## config.mk

```make
export PLATFORM = sky130hd
export DESIGN_NAME = cpu_sram_arbiter_flat
export DESIGN_NICKNAME = d
export VERILOG_FILES = /design/src/rtl/cpu_sram_arbiter_if.sv /design/src/rtl/cpu_sram_arbiter.sv /design/src/flat_wrapper.sv
export SDC_FILE = /design/constraint.sdc
export NUM_CORES = 1
export LEC_CHECK = 0
export BUFFER_PORTS_ARGS = -buffer_cell sky130_fd_sc_hd__buf_2
export CORE_AREA = 2 2 118 120
export DETAILED_ROUTE_END_ITERATION = 6
export DIE_AREA = 0 0 120 122
export GPL_TIMING_DRIVEN = 0
export PLACE_DENSITY = 0.48
export SYNTH_ARGS = -nofsm -noshare
export SYNTH_HDL_FRONTEND = slang
export SYNTH_SLANG_ARGS = --single-unit
```

## constraint.sdc

```tcl
create_clock -name clk -period 2.49 [get_ports clk]
set_clock_uncertainty 0.2 [all_clocks]
set_input_delay 0.1245 -clock clk [delete_from_list [all_inputs] [get_ports clk]]
set_output_delay 0.1245 -clock clk [all_outputs]
set_load 0.005 [all_outputs]
```

## src/rtl/cpu_sram_arbiter_if.sv

```systemverilog
// cpu_sram_arbiter_if: one sram-like request port (addr_ok/data_ok handshake).
//   master: the requester (core side) - drives req/wr/size/addr/wdata.
//   slave:  the arbiter side - drives addr_ok/data_ok/rdata.
// Signals:
//   req      request valid
//   wr       1 = write, 0 = read
//   size     0 = byte, 1 = half, 2 = word
//   addr     byte address
//   wdata    write data, lane-replicated by the requester
//   addr_ok  request accepted this cycle
//   data_ok  access complete; rdata valid
//   rdata    read data
interface cpu_sram_arbiter_if;
  logic        req;
  logic        wr;
  logic [1:0]  size;
  logic [31:0] addr;
  logic [31:0] wdata;
  logic        addr_ok;
  logic        data_ok;
  logic [31:0] rdata;

  modport master (
    output req, wr, size, addr, wdata,
    input  addr_ok, data_ok, rdata
  );

  modport slave (
    input  req, wr, size, addr, wdata,
    output addr_ok, data_ok, rdata
  );
endinterface

```

## src/rtl/cpu_sram_arbiter.sv

```systemverilog
// cpu_sram_arbiter: shares one synchronous SRAM between the core's instruction and
// data sram-like ports. One access is outstanding at a time; it completes after a
// fixed RAM_LATENCY cycles, and a new grant may overlap the completion cycle.
// Ports:
//   clk        clock, rising edge
//   reset      asynchronous, active-high; forces every output to 0
//   inst       instruction request port (slave modport)
//   data       data request port (slave modport)
//   ram_en     SRAM enable (high only in a grant cycle)
//   ram_wen    SRAM byte write enables (0 for reads and misaligned writes)
//   ram_addr   word-aligned SRAM address
//   ram_wdata  SRAM write data
//   ram_rdata  SRAM read data, passed through to the owner on completion
module cpu_sram_arbiter #(
  parameter int unsigned RAM_LATENCY = 1  // legal range 1..4
) (
  input  logic                     clk,
  input  logic                     reset,
  cpu_sram_arbiter_if.slave        inst,
  cpu_sram_arbiter_if.slave        data,
  output logic                     ram_en,
  output logic [3:0]               ram_wen,
  output logic [31:0]              ram_addr,
  output logic [31:0]              ram_wdata,
  input  logic [31:0]              ram_rdata
);

  localparam logic [2:0] LatCnt = 3'(RAM_LATENCY);

  typedef enum logic [0:0] {StIdle, StBusy} state_e;

  state_e     state_q, state_d;
  logic [2:0] cnt_q, cnt_d;
  logic       owner_q, owner_d;  // 0 = inst, 1 = data
  logic       last_q, last_d;    // port granted most recently
  logic       done;
  logic       grant;
  logic       pick_data;

  // Byte enables for an aligned write; misaligned or size 3 yields no lanes.
  function automatic logic [3:0] byte_en(input logic [1:0] size, input logic [1:0] off);
    logic [3:0] be;
    case (size)
      2'd0:    be = 4'b0001 << off;
      2'd1:    be = off[0] ? 4'b0000 : (4'b0011 << {off[1], 1'b0});
      2'd2:    be = (off == 2'b00) ? 4'b1111 : 4'b0000;
      default: be = 4'b0000;
    endcase
    return be;
  endfunction

  always_ff @(posedge clk or posedge reset) begin
    if (reset) begin
      state_q <= StIdle;
      cnt_q   <= 3'd0;
      owner_q <= 1'b0;
      last_q  <= 1'b0;
    end else begin
      state_q <= state_d;
      cnt_q   <= cnt_d;
      owner_q <= owner_d;
      last_q  <= last_d;
    end
  end

  always_comb begin
    state_d       = state_q;
    cnt_d         = cnt_q;
    owner_d       = owner_q;
    last_d        = last_q;
    inst.addr_ok  = 1'b0;
    inst.data_ok  = 1'b0;
    inst.rdata    = 32'h0;
    data.addr_ok  = 1'b0;
    data.data_ok  = 1'b0;
    data.rdata    = 32'h0;
    ram_en        = 1'b0;
    ram_wen       = 4'b0000;
    ram_addr      = 32'h0;
    ram_wdata     = 32'h0;

    done  = (state_q == StBusy) && (cnt_q == 3'd1);
    // Gating with reset keeps every output low while reset is held.
    grant = !reset && ((state_q == StIdle) || done) && (inst.req || data.req);
    // On a tie the port that did not win last time goes next.
    pick_data = data.req && (!inst.req || !last_q);

    if (state_q == StBusy) begin
      cnt_d = cnt_q - 3'd1;
      if (done) state_d = StIdle;
    end

    if (!reset && done) begin
      if (owner_q) begin
        data.data_ok = 1'b1;
        data.rdata   = ram_rdata;
      end else begin
        inst.data_ok = 1'b1;
        inst.rdata   = ram_rdata;
      end
    end

    if (grant) begin
      ram_en  = 1'b1;
      state_d = StBusy;
      cnt_d   = LatCnt;
      owner_d = pick_data;
      last_d  = pick_data;
      if (pick_data) begin
        data.addr_ok = 1'b1;
        ram_addr     = {data.addr[31:2], 2'b00};
        ram_wdata    = data.wdata;
        ram_wen      = data.wr ? byte_en(data.size, data.addr[1:0]) : 4'b0000;
      end else begin
        inst.addr_ok = 1'b1;
        ram_addr     = {inst.addr[31:2], 2'b00};
        ram_wdata    = inst.wdata;
        ram_wen      = inst.wr ? byte_en(inst.size, inst.addr[1:0]) : 4'b0000;
      end
    end
  end

endmodule

```

## src/flat_wrapper.sv

```systemverilog
// flat-port wrapper written by rule: the top's interface ports become plain ports
module cpu_sram_arbiter_flat 
#(
  parameter int unsigned RAM_LATENCY = 1                     
)
  (clk, reset, ram_en, ram_wen, ram_addr, ram_wdata, ram_rdata, inst_req, inst_wr, inst_size, inst_addr, inst_wdata, inst_addr_ok, inst_data_ok, inst_rdata, data_req, data_wr, data_size, data_addr, data_wdata, data_addr_ok, data_data_ok, data_rdata);
  cpu_sram_arbiter_if inst_i ();
  cpu_sram_arbiter_if data_i ();
  input  logic clk;
  input  logic reset;
  output logic ram_en;
  output logic [3:0] ram_wen;
  output logic [31:0] ram_addr;
  output logic [31:0] ram_wdata;
  input  logic [31:0] ram_rdata;
  input wire logic [$bits(inst_i.req)-1:0] inst_req;
  input wire logic [$bits(inst_i.wr)-1:0] inst_wr;
  input wire logic [$bits(inst_i.size)-1:0] inst_size;
  input wire logic [$bits(inst_i.addr)-1:0] inst_addr;
  input wire logic [$bits(inst_i.wdata)-1:0] inst_wdata;
  output wire logic [$bits(inst_i.addr_ok)-1:0] inst_addr_ok;
  output wire logic [$bits(inst_i.data_ok)-1:0] inst_data_ok;
  output wire logic [$bits(inst_i.rdata)-1:0] inst_rdata;
  input wire logic [$bits(data_i.req)-1:0] data_req;
  input wire logic [$bits(data_i.wr)-1:0] data_wr;
  input wire logic [$bits(data_i.size)-1:0] data_size;
  input wire logic [$bits(data_i.addr)-1:0] data_addr;
  input wire logic [$bits(data_i.wdata)-1:0] data_wdata;
  output wire logic [$bits(data_i.addr_ok)-1:0] data_addr_ok;
  output wire logic [$bits(data_i.data_ok)-1:0] data_data_ok;
  output wire logic [$bits(data_i.rdata)-1:0] data_rdata;
  assign inst_i.req = inst_req;
  assign inst_i.wr = inst_wr;
  assign inst_i.size = inst_size;
  assign inst_i.addr = inst_addr;
  assign inst_i.wdata = inst_wdata;
  assign inst_addr_ok = inst_i.addr_ok;
  assign inst_data_ok = inst_i.data_ok;
  assign inst_rdata = inst_i.rdata;
  assign data_i.req = data_req;
  assign data_i.wr = data_wr;
  assign data_i.size = data_size;
  assign data_i.addr = data_addr;
  assign data_i.wdata = data_wdata;
  assign data_addr_ok = data_i.addr_ok;
  assign data_data_ok = data_i.data_ok;
  assign data_rdata = data_i.rdata;
  cpu_sram_arbiter #(.RAM_LATENCY(RAM_LATENCY)) u_core (.clk(clk), .reset(reset), .inst(inst_i), .data(data_i), .ram_en(ram_en), .ram_wen(ram_wen), .ram_addr(ram_addr), .ram_wdata(ram_wdata), .ram_rdata(ram_rdata));
endmodule
```

== Yosys cells after proc, flatten, opt, wreduce, memory -nomap -nowiden ==
Index checks and enable logic that the tools add are counted.
W data, S select, Z words.
Cells by class
  equal/unequal tests: 5
  bitwise operators: 1
  add/sub/neg operators: 1
  multiplexer cells: 32
  reduce and logical (&&, ||, !) cells: 16
  shift-type cells: 4
Operators with widths (number)
  $mux W32: 8
  $mux W4: 8
  $pmux W4 S3: 2
  $mux W1: 12
  $logic_not A2 Y1: 4
  $shl A1 B2 Y4 const A: 2
  $shl A2 B2 Y4 const A: 2
  $mux W3: 2
  $logic_and A1 B1 Y1: 5
  $eq A2 B1 Y1 const B: 2
  $eq A2 B2 Y1 const B: 2
  $eq A3 B1 Y1 const B: 1
  $logic_not A1 Y1: 3
  $logic_or A1 B1 Y1: 3
  $sub A3 B1 Y3 const B: 1
  $reduce_bool A2 Y1: 1
  $not A1 Y1: 1
Word-level totals
  bits of input ports: 170
  register bits: 5
  word-level logic and storage cells: 62
  output and inout bits: 137

== Longest topological paths before layout ==
  depth after elaboration: 6
  mapped depth: 8
  mapped depth without buffers: 7

== Worst setup path before layout ==
Ideal clock, no wire load.
  path kind: reg2out
  start: register u_core.cnt_q[1]
  end: output port ram_wen[0]
  cell stages (with the launch flop): 8
  path buffers: 1
  arrival: 1539 ps
  path slack: 627 ps
  required time: 2166 ps
  cells stage by stage: dfrtp_1 -> inv_1 -> ha_1 -> nand2b_4 -> a21o_1 -> buf_6 -> or4_1 -> o21ai_0
On the way
  cells in the longest elaborated chain, start to end: 6
RTL lines
  start, declared: line cpu_sram_arbiter.sv:33  | logic [2:0] cnt_q, cnt_d;
  start signal, assigned: line cpu_sram_arbiter.sv:60  | cnt_q <= cnt_d;
  $eq A3 B1 Y1: line cpu_sram_arbiter.sv:82  | done = (state_q == StBusy) && (cnt_q == 3'd1);
  $logic_and A1 B1 Y1: line cpu_sram_arbiter.sv:82
  $logic_or A1 B1 Y1: line cpu_sram_arbiter.sv:84  | grant = !reset && ((state_q == StIdle) || done) && (inst.req || data.req);
  $logic_and A1 B1 Y1 (2 in a row): line cpu_sram_arbiter.sv:84
  $mux W4: line cpu_sram_arbiter.sv:103  | if (grant) begin
  end, declared: line flat_wrapper.sv:12  | output logic [3:0] ram_wen;
Every way passes these cells.

== Worst setup path in the final report ==
  start: register u_core.cnt_q[1]
  end: output port ram_wdata[14]
On the way
  cells in the longest elaborated chain, start to end: 6
RTL lines
  $eq A3 B1 Y1: line cpu_sram_arbiter.sv:82
  $logic_and A1 B1 Y1: line cpu_sram_arbiter.sv:82
  $logic_or A1 B1 Y1: line cpu_sram_arbiter.sv:84
  $logic_and A1 B1 Y1 (2 in a row): line cpu_sram_arbiter.sv:84
  $mux W32: line cpu_sram_arbiter.sv:103
  end, declared: line flat_wrapper.sv:14  | output logic [31:0] ram_wdata;
Every way passes these cells.

==> impl_summary.md <==
Detailed routing
After detailed routing, the average wire length per cell comes to 14.1 um. The total vias in the final route is 3,469. The detailed-route DRC error count is 0. The first routing iteration left 84 violations.

Before antenna repair, the detailed router went through 4 iterations. Dividing the detail-routed via count by the number of cells gives 4.11. Once detail routing completed, the nets flagged for antenna violations numbered 0. The routed wire length is 11,900 um.

Yosys
A synthesized cell averages 5.29 um2. The proportion of register bits with asynchronous set or reset after synthesis is 1.00. The number of instances in the synthesized netlist is 352. The area share of the leading cell type in the synthesized netlist is 0.266. The post-synthesis compound-gate area fraction came to 0.241. By area, the combinational part of the netlist is dominated by simple AND/OR/NAND/NOR gates. In the synthesized netlist the dominant register cell turns out to be dfrtp_1. The adder and majority gate portion of the synthesized area is 0.0134. The number of unique standard cell types used by synthesis is 41.

The number of synthesis warnings is 0. Sorting the synthesized cells by area gives the leading types as nand2_1 (27%), a21oi_1 (18%), and2_1 (11%). The share of the yosys chip area belonging to registers is 0.0672. The post-synthesis sequential element count is 5. The number of synthesized flops with an enable pin is 0. The netlist area before placement is 1860 um2. Among all cell types in the netlist, the one instantiated most often is nand2_1.

The post-synthesis share of cell area spent on xor and xnor gates is 0.0188. Of the total synthesized cell area, the portion taken by AND, OR, NAND and NOR gates is 0.550. Summed over all instances, the cell type with the most area after synthesis is nand2_1. Sorting the synthesized cells by how often they occur yields nand2_1 (132), a21oi_1 (66), and2_1 (33). Measured against the total synthesized area, the mux share comes to 0.00538.

Clocking
Post-CTS timing repair inserted 0 buffers for setup. The TritonCTS clock tree is built. The clock net in this run drives a total of 5 sinks. The number of levels the H-tree was split into is 1. The clock slew at the register clock pins of the worst setup and hold paths is ~0.03 ns. The cell at the root of the clock tree is clkbuf_16. The longest clock path from root to sink contains 2 buffers. The clock buffer count from CTS is 3. The insertion delay to the later sink of the worst-skew pair is between 0.2 and 0.25 ns.

STA
In the finished design, the share of the clock period the worst path needs comes to 0.946. Setup repair after global routing left no endpoint under its margin. The total count of max-transition violations in the final report is 0. The number of hold-slack violations in the final timing report came to 0. After layout, the worst setup slack is 0.134 ns. The worst path needs 2.36 ns of the cycle, external delays included. The worst-case headroom to the max-slew limit is 0.654. The final-layout setup total negative slack is 0 ns. For the pin with the worst max-slew slack, the measured transition is 0.519 ns. The number of endpoints failing setup at the final stage is 0.

The top achievable clock speed is 425 MHz.

Die
The die is 120 um wide. The die is 122 um tall. The floorplan die area is 14,600 um2. The effective utilization at floorplan is 0.138. The number of cell rows is 43.

The top-level port count is 307. In this run the standard cell core region covers around 14,000 um2.

Global route
Entering global routing, the biggest net connects 11 pins. Summed over all layers, the global routing overflow is 0. The overall fraction of global-route tracks in use is 0.147. The number of global-route vias before repair is 3,106. The global-route wire length before repair is 16,900 um. The initial antenna violation count is 2.

Critical path
The worst-case reg-to-reg path depth is 6. The family with the most delay on the worst path is buffers and inverters. Of all nets on the critical path, the largest fanout is 10.

The worst path required time is between 2 and 2.5 ns. Data on the critical path arrives at its endpoint at 2.03 ns. The path type of the worst setup path is register to primary output. The signal on the critical path passes through inv_1, ha_1, nand2b_4, a21o_1, buf_6, clkbuf_4, buf_2, a21oi_1, buf_2. The worst stage delay on the critical path is between 0.3 and 0.4 ns. The worst setup path is launched from a register. The category of the worst setup path capture point is a primary output. In this design, the critical path's most frequently occurring cell is buf_2. The critical path contains buffers and inverters numbering 5 combined. The library cell contributing the largest single delay on the critical path is dfrtp_1. In this run the number of cells on the critical path is 9.

Place
The half-perimeter wire length after placement is ~10,000 um. The count of buffers from port buffering is 303. At the end of routability-driven placement, the weighted congestion stood at 0.790. Before CTS, the worst setup slack after placement is 0.198 ns.

Power and ir drop
In this run the power density over the cells is roughly 460 nW/um2. The worst-case IR drop observed on VDD is approximately 160 uV. Power comes to 1.71 mW. In this run the static leakage power is 2.45 nW.

Flow run
The max capacitance violation total is 0.

Hold path
The min-delay analysis places its worst path in the category input port to asynchronous set/reset pin.

Finish
Relative to the synthesized area, the layout overhead comes to 101%. The number of nets in the final layout is 836. The proportion of layout cells with a drive suffix above 1 is 0.510.

Run status
The run finished with clean final reports.
## flip-flops by register name (all words and copies together) (netlist names)
signal          flops
u_core.owner_q      1
u_core.state_q      1
u_core.cnt_q        3
## report_power, final
part	total, mW	internal, mW	switching [mW]	leakage [nW]
logic	1.30	0.553	0.747	2.35
registers	0.142	0.122	0.0203	0.0585
clock network	0.268	0.212	0.0554	0.0382
total	1.71	0.888	0.823	2.45
## worst reg2reg max path: stages (launching register included)
cell,delay (ns)
dfrtp_1,0.40
ha_1,0.24
nand2b_4,0.09
a21o_1,0.13
buf_6,0.13
clkbuf_1,0.38
nand2_1,0.09
## what timing repair did
action	4_1_cts	5_1_grt
setup endpoints to repair	1	45
hold buffers	3	0
gates resized for setup	1	11
pin swaps	0	0
endpoints found under the hold margin	6	0
## layout by cell type (no fill, tap or decap), types with 2 or more instances in the layout
cell type      count
clkbuf_2           6
and2_1            33
conb_1             2
a211oi_1           2
xnor2_1            3
dlygate4sd3_1      3
buf_4              2
and3_1            32
clkbuf_16          3
o21ai_0            2
nor2_1            10
a21o_1             2
nand2_1          132
inv_1              4
ha_1               2
buf_2            319
diode_2            2
dfrtp_1            5
a21oi_1           65
clkbuf_1          11
## final cells by class
cell class | count | area [um2]
Clock buffer | 4 | 78.8
Buffer | 36 | 181
Fill cell | 1576 | 9760
Timing Repair Buffer | 306 | 1550
Antenna cell | 2 | 5.00
Multi-Input combinational cell | 307 | 1560
Sequential cell | 5 | 125
Tap cell | 180 | 225
Inverter | 5 | 18.8
## per-layer routing
metal  wire length (um)  part of all wire  vias up  GRT usage
met5                  0                 0        -          0
met1               4550              0.38     1495      0.164
met3               1030             0.086        6     0.0300
li1                   -                 -     1774          -
met4                104            0.0087        0     0.0213
met2               6240              0.52      194      0.292
## worst paths after layout
kind                                  from               to  slack [ns]
max                        u_core.cnt_q[1]    ram_wdata[14]        0.13
min in group clk             ram_rdata[29]   inst_rdata[29]        0.33
min                                  reset   u_core.state_q        0.19
max reg2reg                u_core.cnt_q[0]  u_core.cnt_q[0]        0.69
max in group asynchronous            reset  u_core.cnt_q[1]        1.72
min reg2reg                u_core.cnt_q[2]  u_core.cnt_q[2]        0.35
## through the flow
step           area [um2]  std cells  hold WS (ns)  utilization
3_5_place_dp         3610        836        -0.124        0.267
6_report             3740        845         0.191        0.277
3_3_place_gp         3610        836        -0.129        0.267
4_1_cts              3720        843         0.187        0.275
5_1_grt              3740        844         0.230        0.277
2_1_floorplan        1870        353        -0.297            -
## logic make-up after synthesis
group                    Yosys count
other                              1
multiplexers                       1
AND/OR/NAND/NOR                  217
buffers and inverters             41
AO/OA/AOI/OAI                     81
XOR/XNOR                           4
adder cells (fa/ha/maj)            2
flip-flops                         5
(Power assumes the default switching activity.)
